`src/rtl/mfp_uart_tx_if.sv`:
```
// Byte write port of the mfp_uart_tx transmitter: valid/ready handshake carrying one byte.
// The master drives data and valid; the transmitter answers with ready while its FIFO has room.
interface mfp_uart_tx_if;
    logic [7:0] tx_data;
    logic       tx_valid;
    logic       tx_ready;

    modport master (output tx_data, output tx_valid, input tx_ready);
    modport slave  (input tx_data, input tx_valid, output tx_ready);
endinterface

```
`src/rtl/mfp_uart_tx.sv`:
```
// Buffered 8N1 UART transmitter with a small byte FIFO and sticky overrun flag.
// Define MFP_UART_TX_PARITY_EN to add an even-parity bit (8E1, 11-bit frames).
module mfp_uart_tx #(
    parameter int CLK_HZ     = 50000000,
    parameter int BAUD       = 115200,
    parameter int FIFO_DEPTH = 4
) (
    input  logic                          SI_ClkIn,
    input  logic                          SI_Reset_N,
    mfp_uart_tx_if.slave                  wr,
    input  logic                          clr_overrun,
    output logic                          tx_overrun,
    output logic                          tx_busy,
    output logic [$clog2(FIFO_DEPTH):0]   fifo_count,
    output logic                          UART_TX
);
    localparam int CPB = CLK_HZ / BAUD;
    localparam int BW  = $clog2(CPB);
    localparam int PW  = $clog2(FIFO_DEPTH);
    localparam int CW  = PW + 1;

    typedef enum logic [2:0] {
        ST_IDLE,
        ST_START,
        ST_DATA,
`ifdef MFP_UART_TX_PARITY_EN
        ST_PARITY,
`endif
        ST_STOP
    } state_t;

    state_t         state_r;
    logic [BW-1:0]  baud_cnt_r;
    logic [2:0]     bit_idx_r;
    logic [7:0]     shift_r;
    logic           tx_r;
    logic [7:0]     mem_r [FIFO_DEPTH];
    logic [PW-1:0]  wr_ptr_r;
    logic [PW-1:0]  rd_ptr_r;
    logic [CW-1:0]  count_r;
    logic           overrun_r;
    logic           push_s;
    logic           pop_s;
    logic           baud_end_s;
    logic           fifo_empty_s;
    logic           fifo_full_s;

`ifdef MFP_UART_TX_PARITY_EN
    logic           parity_r;

    function automatic logic even_parity(input logic [7:0] d);
        return ^d;
    endfunction
`endif

    // FIFO status, handshake decode and the shifter-load (pop) condition
    always_comb begin
        fifo_empty_s = (count_r == CW'(0));
        fifo_full_s  = (count_r == CW'(FIFO_DEPTH));
        baud_end_s   = (baud_cnt_r == BW'(CPB - 1));
        push_s       = wr.tx_valid && !fifo_full_s;
        if (!fifo_empty_s && ((state_r == ST_IDLE) || ((state_r == ST_STOP) && baud_end_s))) begin
            pop_s = 1'b1;
        end else begin
            pop_s = 1'b0;
        end
    end

    assign wr.tx_ready = !fifo_full_s;
    assign tx_busy     = !fifo_empty_s || (state_r != ST_IDLE);
    assign fifo_count  = count_r;
    assign UART_TX     = tx_r;
    assign tx_overrun  = overrun_r;

    // Circular byte buffer; pointers wrap naturally because the depth is a power of two
    always_ff @(posedge SI_ClkIn or negedge SI_Reset_N) begin
        if (!SI_Reset_N) begin
            wr_ptr_r <= PW'(0);
            rd_ptr_r <= PW'(0);
            count_r  <= CW'(0);
            for (int i = 0; i < FIFO_DEPTH; i++) begin
                mem_r[i] <= 8'd0;
            end
        end else begin
            if (push_s) begin
                mem_r[wr_ptr_r] <= wr.tx_data;
                wr_ptr_r        <= wr_ptr_r + PW'(1);
            end
            if (pop_s) begin
                rd_ptr_r <= rd_ptr_r + PW'(1);
            end
            if (push_s && !pop_s) begin
                count_r <= count_r + CW'(1);
            end else if (!push_s && pop_s) begin
                count_r <= count_r - CW'(1);
            end else begin
                count_r <= count_r;
            end
        end
    end

    // Sticky overrun: a refused write wins over a same-cycle clear
    always_ff @(posedge SI_ClkIn or negedge SI_Reset_N) begin
        if (!SI_Reset_N) begin
            overrun_r <= 1'b0;
        end else if (wr.tx_valid && fifo_full_s) begin
            overrun_r <= 1'b1;
        end else if (clr_overrun) begin
            overrun_r <= 1'b0;
        end else begin
            overrun_r <= overrun_r;
        end
    end

    // Frame sequencer: baud counter, bit shifter and the registered serial line
    always_ff @(posedge SI_ClkIn or negedge SI_Reset_N) begin
        if (!SI_Reset_N) begin
            state_r    <= ST_IDLE;
            baud_cnt_r <= BW'(0);
            bit_idx_r  <= 3'd0;
            shift_r    <= 8'd0;
            tx_r       <= 1'b1;
`ifdef MFP_UART_TX_PARITY_EN
            parity_r   <= 1'b0;
`endif
        end else begin
            case (state_r)
                ST_IDLE: begin
                    baud_cnt_r <= BW'(0);
                    if (pop_s) begin
                        shift_r   <= mem_r[rd_ptr_r];
                        bit_idx_r <= 3'd0;
                        tx_r      <= 1'b0;
                        state_r   <= ST_START;
`ifdef MFP_UART_TX_PARITY_EN
                        parity_r  <= even_parity(mem_r[rd_ptr_r]);
`endif
                    end else begin
                        tx_r <= 1'b1;
                    end
                end
                ST_START: begin
                    if (baud_end_s) begin
                        baud_cnt_r <= BW'(0);
                        tx_r       <= shift_r[0];
                        state_r    <= ST_DATA;
                    end else begin
                        baud_cnt_r <= baud_cnt_r + BW'(1);
                    end
                end
                ST_DATA: begin
                    if (baud_end_s) begin
                        baud_cnt_r <= BW'(0);
                        if (bit_idx_r == 3'd7) begin
`ifdef MFP_UART_TX_PARITY_EN
                            tx_r    <= parity_r;
                            state_r <= ST_PARITY;
`else
                            tx_r    <= 1'b1;
                            state_r <= ST_STOP;
`endif
                        end else begin
                            shift_r   <= shift_r >> 1;
                            tx_r      <= shift_r[1];
                            bit_idx_r <= bit_idx_r + 3'd1;
                        end
                    end else begin
                        baud_cnt_r <= baud_cnt_r + BW'(1);
                    end
                end
`ifdef MFP_UART_TX_PARITY_EN
                ST_PARITY: begin
                    if (baud_end_s) begin
                        baud_cnt_r <= BW'(0);
                        tx_r       <= 1'b1;
                        state_r    <= ST_STOP;
                    end else begin
                        baud_cnt_r <= baud_cnt_r + BW'(1);
                    end
                end
`endif
                ST_STOP: begin
                    if (baud_end_s) begin
                        baud_cnt_r <= BW'(0);
                        // Queued byte goes straight into a new start bit, keeping frames contiguous
                        if (pop_s) begin
                            shift_r   <= mem_r[rd_ptr_r];
                            bit_idx_r <= 3'd0;
                            tx_r      <= 1'b0;
                            state_r   <= ST_START;
`ifdef MFP_UART_TX_PARITY_EN
                            parity_r  <= even_parity(mem_r[rd_ptr_r]);
`endif
                        end else begin
                            tx_r    <= 1'b1;
                            state_r <= ST_IDLE;
                        end
                    end else begin
                        baud_cnt_r <= baud_cnt_r + BW'(1);
                    end
                end
                default: begin
                    state_r    <= ST_IDLE;
                    baud_cnt_r <= BW'(0);
                    tx_r       <= 1'b1;
                end
            endcase
        end
    end
endmodule
```
`src/flat_wrapper.sv`:
```
// flat-port wrapper written by rule: the top's interface ports become plain ports
module mfp_uart_tx_flat 
#(
    parameter int CLK_HZ     = 50000000,
    parameter int BAUD       = 115200,
    parameter int FIFO_DEPTH = 4
)
  (SI_ClkIn, SI_Reset_N, clr_overrun, tx_overrun, tx_busy, fifo_count, UART_TX, wr_tx_data, wr_tx_valid, wr_tx_ready);
  mfp_uart_tx_if wr_i ();
  input  logic SI_ClkIn;
  input  logic SI_Reset_N;
  input  logic clr_overrun;
  output logic tx_overrun;
  output logic tx_busy;
  output logic [$clog2(FIFO_DEPTH):0] fifo_count;
  output logic UART_TX;
  input wire logic [$bits(wr_i.tx_data)-1:0] wr_tx_data;
  input wire logic [$bits(wr_i.tx_valid)-1:0] wr_tx_valid;
  output wire logic [$bits(wr_i.tx_ready)-1:0] wr_tx_ready;
  assign wr_i.tx_data = wr_tx_data;
  assign wr_i.tx_valid = wr_tx_valid;
  assign wr_tx_ready = wr_i.tx_ready;
  mfp_uart_tx #(.CLK_HZ(CLK_HZ), .BAUD(BAUD), .FIFO_DEPTH(FIFO_DEPTH)) u_core (.SI_ClkIn(SI_ClkIn), .SI_Reset_N(SI_Reset_N), .wr(wr_i), .clr_overrun(clr_overrun), .tx_overrun(tx_overrun), .tx_busy(tx_busy), .fifo_count(fifo_count), .UART_TX(UART_TX));
endmodule
```
`config.mk`:
```
export PLATFORM = sky130hd
export DESIGN_NAME = mfp_uart_tx_flat
export DESIGN_NICKNAME = d
export VERILOG_FILES = /design/src/rtl/mfp_uart_tx_if.sv /design/src/rtl/mfp_uart_tx.sv /design/src/flat_wrapper.sv
export SDC_FILE = /design/constraint.sdc
export NUM_CORES = 1
export LEC_CHECK = 0
export BUFFER_PORTS_ARGS = -buffer_cell sky130_fd_sc_hd__buf_2
export CAP_MARGIN = 10
export CORE_MARGIN = 3
export CORE_UTILIZATION = 60
export CTS_CLUSTER_SIZE = 24
export DETAILED_ROUTE_END_ITERATION = 7
export HOLD_SLACK_MARGIN = 0.12
export PLACE_DENSITY = 0.77
export SETUP_SLACK_MARGIN = 0.4
export SLEW_MARGIN = 20
export SYNTH_ARGS = -nofsm -noshare
export SYNTH_HDL_FRONTEND = slang
export SYNTH_SLANG_ARGS = --single-unit
export TNS_END_PERCENT = 10
```
`constraint.sdc`:
```
create_clock -name SI_ClkIn -period 3.5 [get_ports SI_ClkIn]
set_clock_uncertainty 0.1 [all_clocks]
set_input_delay 0.7 -clock SI_ClkIn [delete_from_list [all_inputs] [get_ports SI_ClkIn]]
set_output_delay 0.7 -clock SI_ClkIn [all_outputs]
set_load 0.01 [all_outputs]
```
==> flow_summary_export.csv <==
group,metric,value,unit
run_status,status,"completed",
cts,postCtsSetupBuffers,0,
job,cap_violations,0,
setup_path,cp_data_arrival_time,1.90,ns
cts,clkSlewWorstSetupHoldPaths,0.07,ns
power_and_ir_drop,p_per_area,936,nW/um^2
synth,syn_area,3110,um^2
detailed_routing,first_pass_iters,4,
floorplan,fp.coreArea,4880,um^2
synth,syn_nets,269,
floorplan,core.rowCount,25,
cells_and_area,fin_area,3460,um^2
power_and_ir_drop,p_sw,0.00112,W
cts,holdBufCountCts,0,
timing,max_freq,0.370,GHz
cells_and_area,final_cell_mix,"62 x dfrtp_1, 34 x mux2_2, 18 x nor2_1, 18 x buf_2, 17 x inv_1",
setup_path,end_kind,"primary output",
setup_path,critPathLaunchType,"flop",
power_and_ir_drop,pwr-share-comb,0.403,
detailed_routing,drtIter0Drc,95,
cells_and_area,drive_gt1_frac,0.311,
detailed_routing,drc,0,
cts,clock_path_buffers,2,
power_and_ir_drop,intPower,0.00212,W
detailed_routing,vias_per_cell,5.68,
synth,synthArstFlopShare,1.00,
worst_hold_path,hp-class,"input pin to async pin",
timing,slew_headroom,0.506,
place,place_area,3260,um^2
floorplan,die_area,6090,um^2
place,routabilityCongestion,0.810,
timing,rsz0062_at_grt,"false",
cells_and_area,final_common_cell,"dfrtp_1",
detailed_routing,drt_wl_total,5580,um
cells_and_area,fin_nets,292,
timing,min_period,2.70,ns
floorplan,initial_utilization,0.638,
synth,yosys.cell_types.count,49,
timing,final_max_slew_viol_count,0,
place,hpwl,3900,um
cts,ctsResizeCount,0,
power_and_ir_drop,switching_share,0.345,
place,portBuffers,18,
synth,yosys_warnings,0,
floorplan,die_h,78.0,um
global_routing,grt_max_degree,34,
power_and_ir_drop,ir_drop,484,uV
timing,hold_violations,0,
setup_path,critPathRequiredTime,2.70,ns
timing,worst_slew_pin_slew,0.741,ns
synth,yosys-top-cells-area,"dfrtp_1 50%, mux2_2 12%, mux4_2 5.8%",
timing,setup_tns,0,ns
floorplan,fp.dieW,78.0,um
cells_and_area,antenna_cells,0,
global_routing,grt_pass1_vias,2057,
power_and_ir_drop,pwr-share-clk,0.194,
timing,setup_viol,0,
cts,cts-buffers-inserted,9,
synth,synth_flop_cell,"dfrtp_1",
synth,yosys.area.top_type,"dfrtp_1",
global_routing,antenna_found_initial,0,
timing,post-route-period-util,0.772,
cts,cts_root_buffer,"clkbuf_8",
synth,postSynthAreaPerCell,12.8,um^2
synth,synth_top_area_frac,0.498,
synth,synth_edf_count,0,
cts,insertion_delay,0.33,ns
setup_path,cp_max_fo,6,
synth,ys_ff_latch,63,
cells_and_area,area_growth,11.1,%
detailed_routing,ant_nets,0,
power_and_ir_drop,sequentialPowerShare,0.403,
synth,syn_inst,243,
cts,h-tree-depth,3,
detailed_routing,num_vias,1915,
synth,seq_area_frac_synth,0.507,
floorplan,io_pins,19,
detailed_routing,wire_per_inst,16.6,um
global_routing,grt_pass1_wl,9890,um
global_routing,grtUsageTotal,0.213,
global_routing,overflow,0,
power_and_ir_drop,leakagePower,1.54,nW
cts,cts_tree,"yes",
cts,numClockSinks,63,
setup_path,setup.worst_path.class,"flop to primary output",
## routing by layer
metal	GRT usage	share of wire	wire length (um)	vias up
met4	0.101	0.014	78	0
met5	0	0	0	-
met2	0.369	0.52	2910	33
met3	0.0424	0.032	179	7
met1	0.255	0.43	2420	953
li1	-	-	-	922
## cell type report
type,count,area (um^2)
Clock buffer,11,151
Tap cell,67,83.8
Timing Repair Buffer,20,105
Clock inverter,4,45.0
Multi-Input combinational cell,155,1430
Fill cell,355,1420
Sequential cell,63,1580
Inverter,17,63.8
## power groups by stage
| stage | Combinational [W] | Sequential (W) | Clock (W) |
|---|---|---|---|
| 2_1_floorplan | 0.00110 | 0.00122 | 0 |
| 3_3_place_gp | 0.00128 | 0.00130 | 0 |
| 3_5_place_dp | 0.00131 | 0.00132 | 0 |
| 4_1_cts | 0.00132 | 0.00131 | 0.000640 |
| 5_1_grt | 0.00146 | 0.00136 | 0.000671 |
| 6_report | 0.00130 | 0.00131 | 0.000629 |
## flip-flops by register name, summed over array words and instances, names as in the netlist
name / count
u_core.state_r: 2
u_core.wr_ptr_r: 2
u_core.bit_idx_r: 3
u_core.shift_r: 8
u_core.fifo_count: 3
u_core.baud_cnt_r: 9
u_core.tx_overrun: 1
u_core.rd_ptr_r: 2
u_core.UART_TX: 1
u_core.mem_r: 32
## critical path, cell delays in order (launching register included)
cell	delay [ns]
dfrtp_1	0.42
inv_1	0.11
ha_1	0.27
or4b_1	0.57
buf_2	0.19
## cell families after synthesis
family | after synthesis | synth area share
AND/OR/NAND/NOR | 55 | 0.0956
adder cells (fa/ha/maj) | 14 | 0.0587
XOR/XNOR | 13 | 0.0366
flip-flops | 63 | 0.507
AO/OA/AOI/OAI | 30 | 0.0848
buffers and inverters | 25 | 0.0333
multiplexers | 43 | 0.184
## final timing paths
path | to | cells past startpoint | slack, ns | startpoint
setup / recovery | tx_busy | 4 | 0.80 | u_core.state_r[0]
hold / removal | u_core.state_r[0] | 1 | 0.33 | SI_Reset_N
setup reg to reg | u_core.fifo_count[2] | 9 | 0.94 | u_core.baud_cnt_r[0]
hold reg to reg | u_core.mem_r[29] | 1 | 0.40 | u_core.mem_r[29]
max in group asynchronous | u_core.mem_r[10] | 2 | 2.26 | SI_Reset_N
min in group SI_ClkIn | u_core.mem_r[29] | 1 | 0.40 | u_core.mem_r[29]
## Yosys cell counts (3+ instances only)
library cell / number
clkbuf_1: 3
nand2_1: 9
a221oi_1: 5
mux4_2: 8
nand3_1: 5
ha_1: 13
a21oi_1: 3
xnor2_1: 9
nor3_1: 7
xor2_1: 4
nor2_1: 18
a221o_1: 3
inv_1: 17
mux2_2: 34
dfrtp_1: 62
## through the flow
stage / worst slack (ns) / util / hold slack (ns) / std cells / total power, W
global route: 0.688 / 0.709 / 0.372 / 337 / 0.00349
floorplan: 1.06 / - / 0.304 / 243 / 0.00232
CTS: 0.790 / 0.709 / 0.355 / 337 / 0.00327
global placement: 0.964 / 0.669 / 0.383 / 322 / 0.00258
detailed placement: 0.903 / 0.669 / 0.392 / 322 / 0.00264
finish: 0.799 / 0.709 / 0.330 / 337 / 0.00324
No activity file was read; power rests on OpenSTA's default activity.
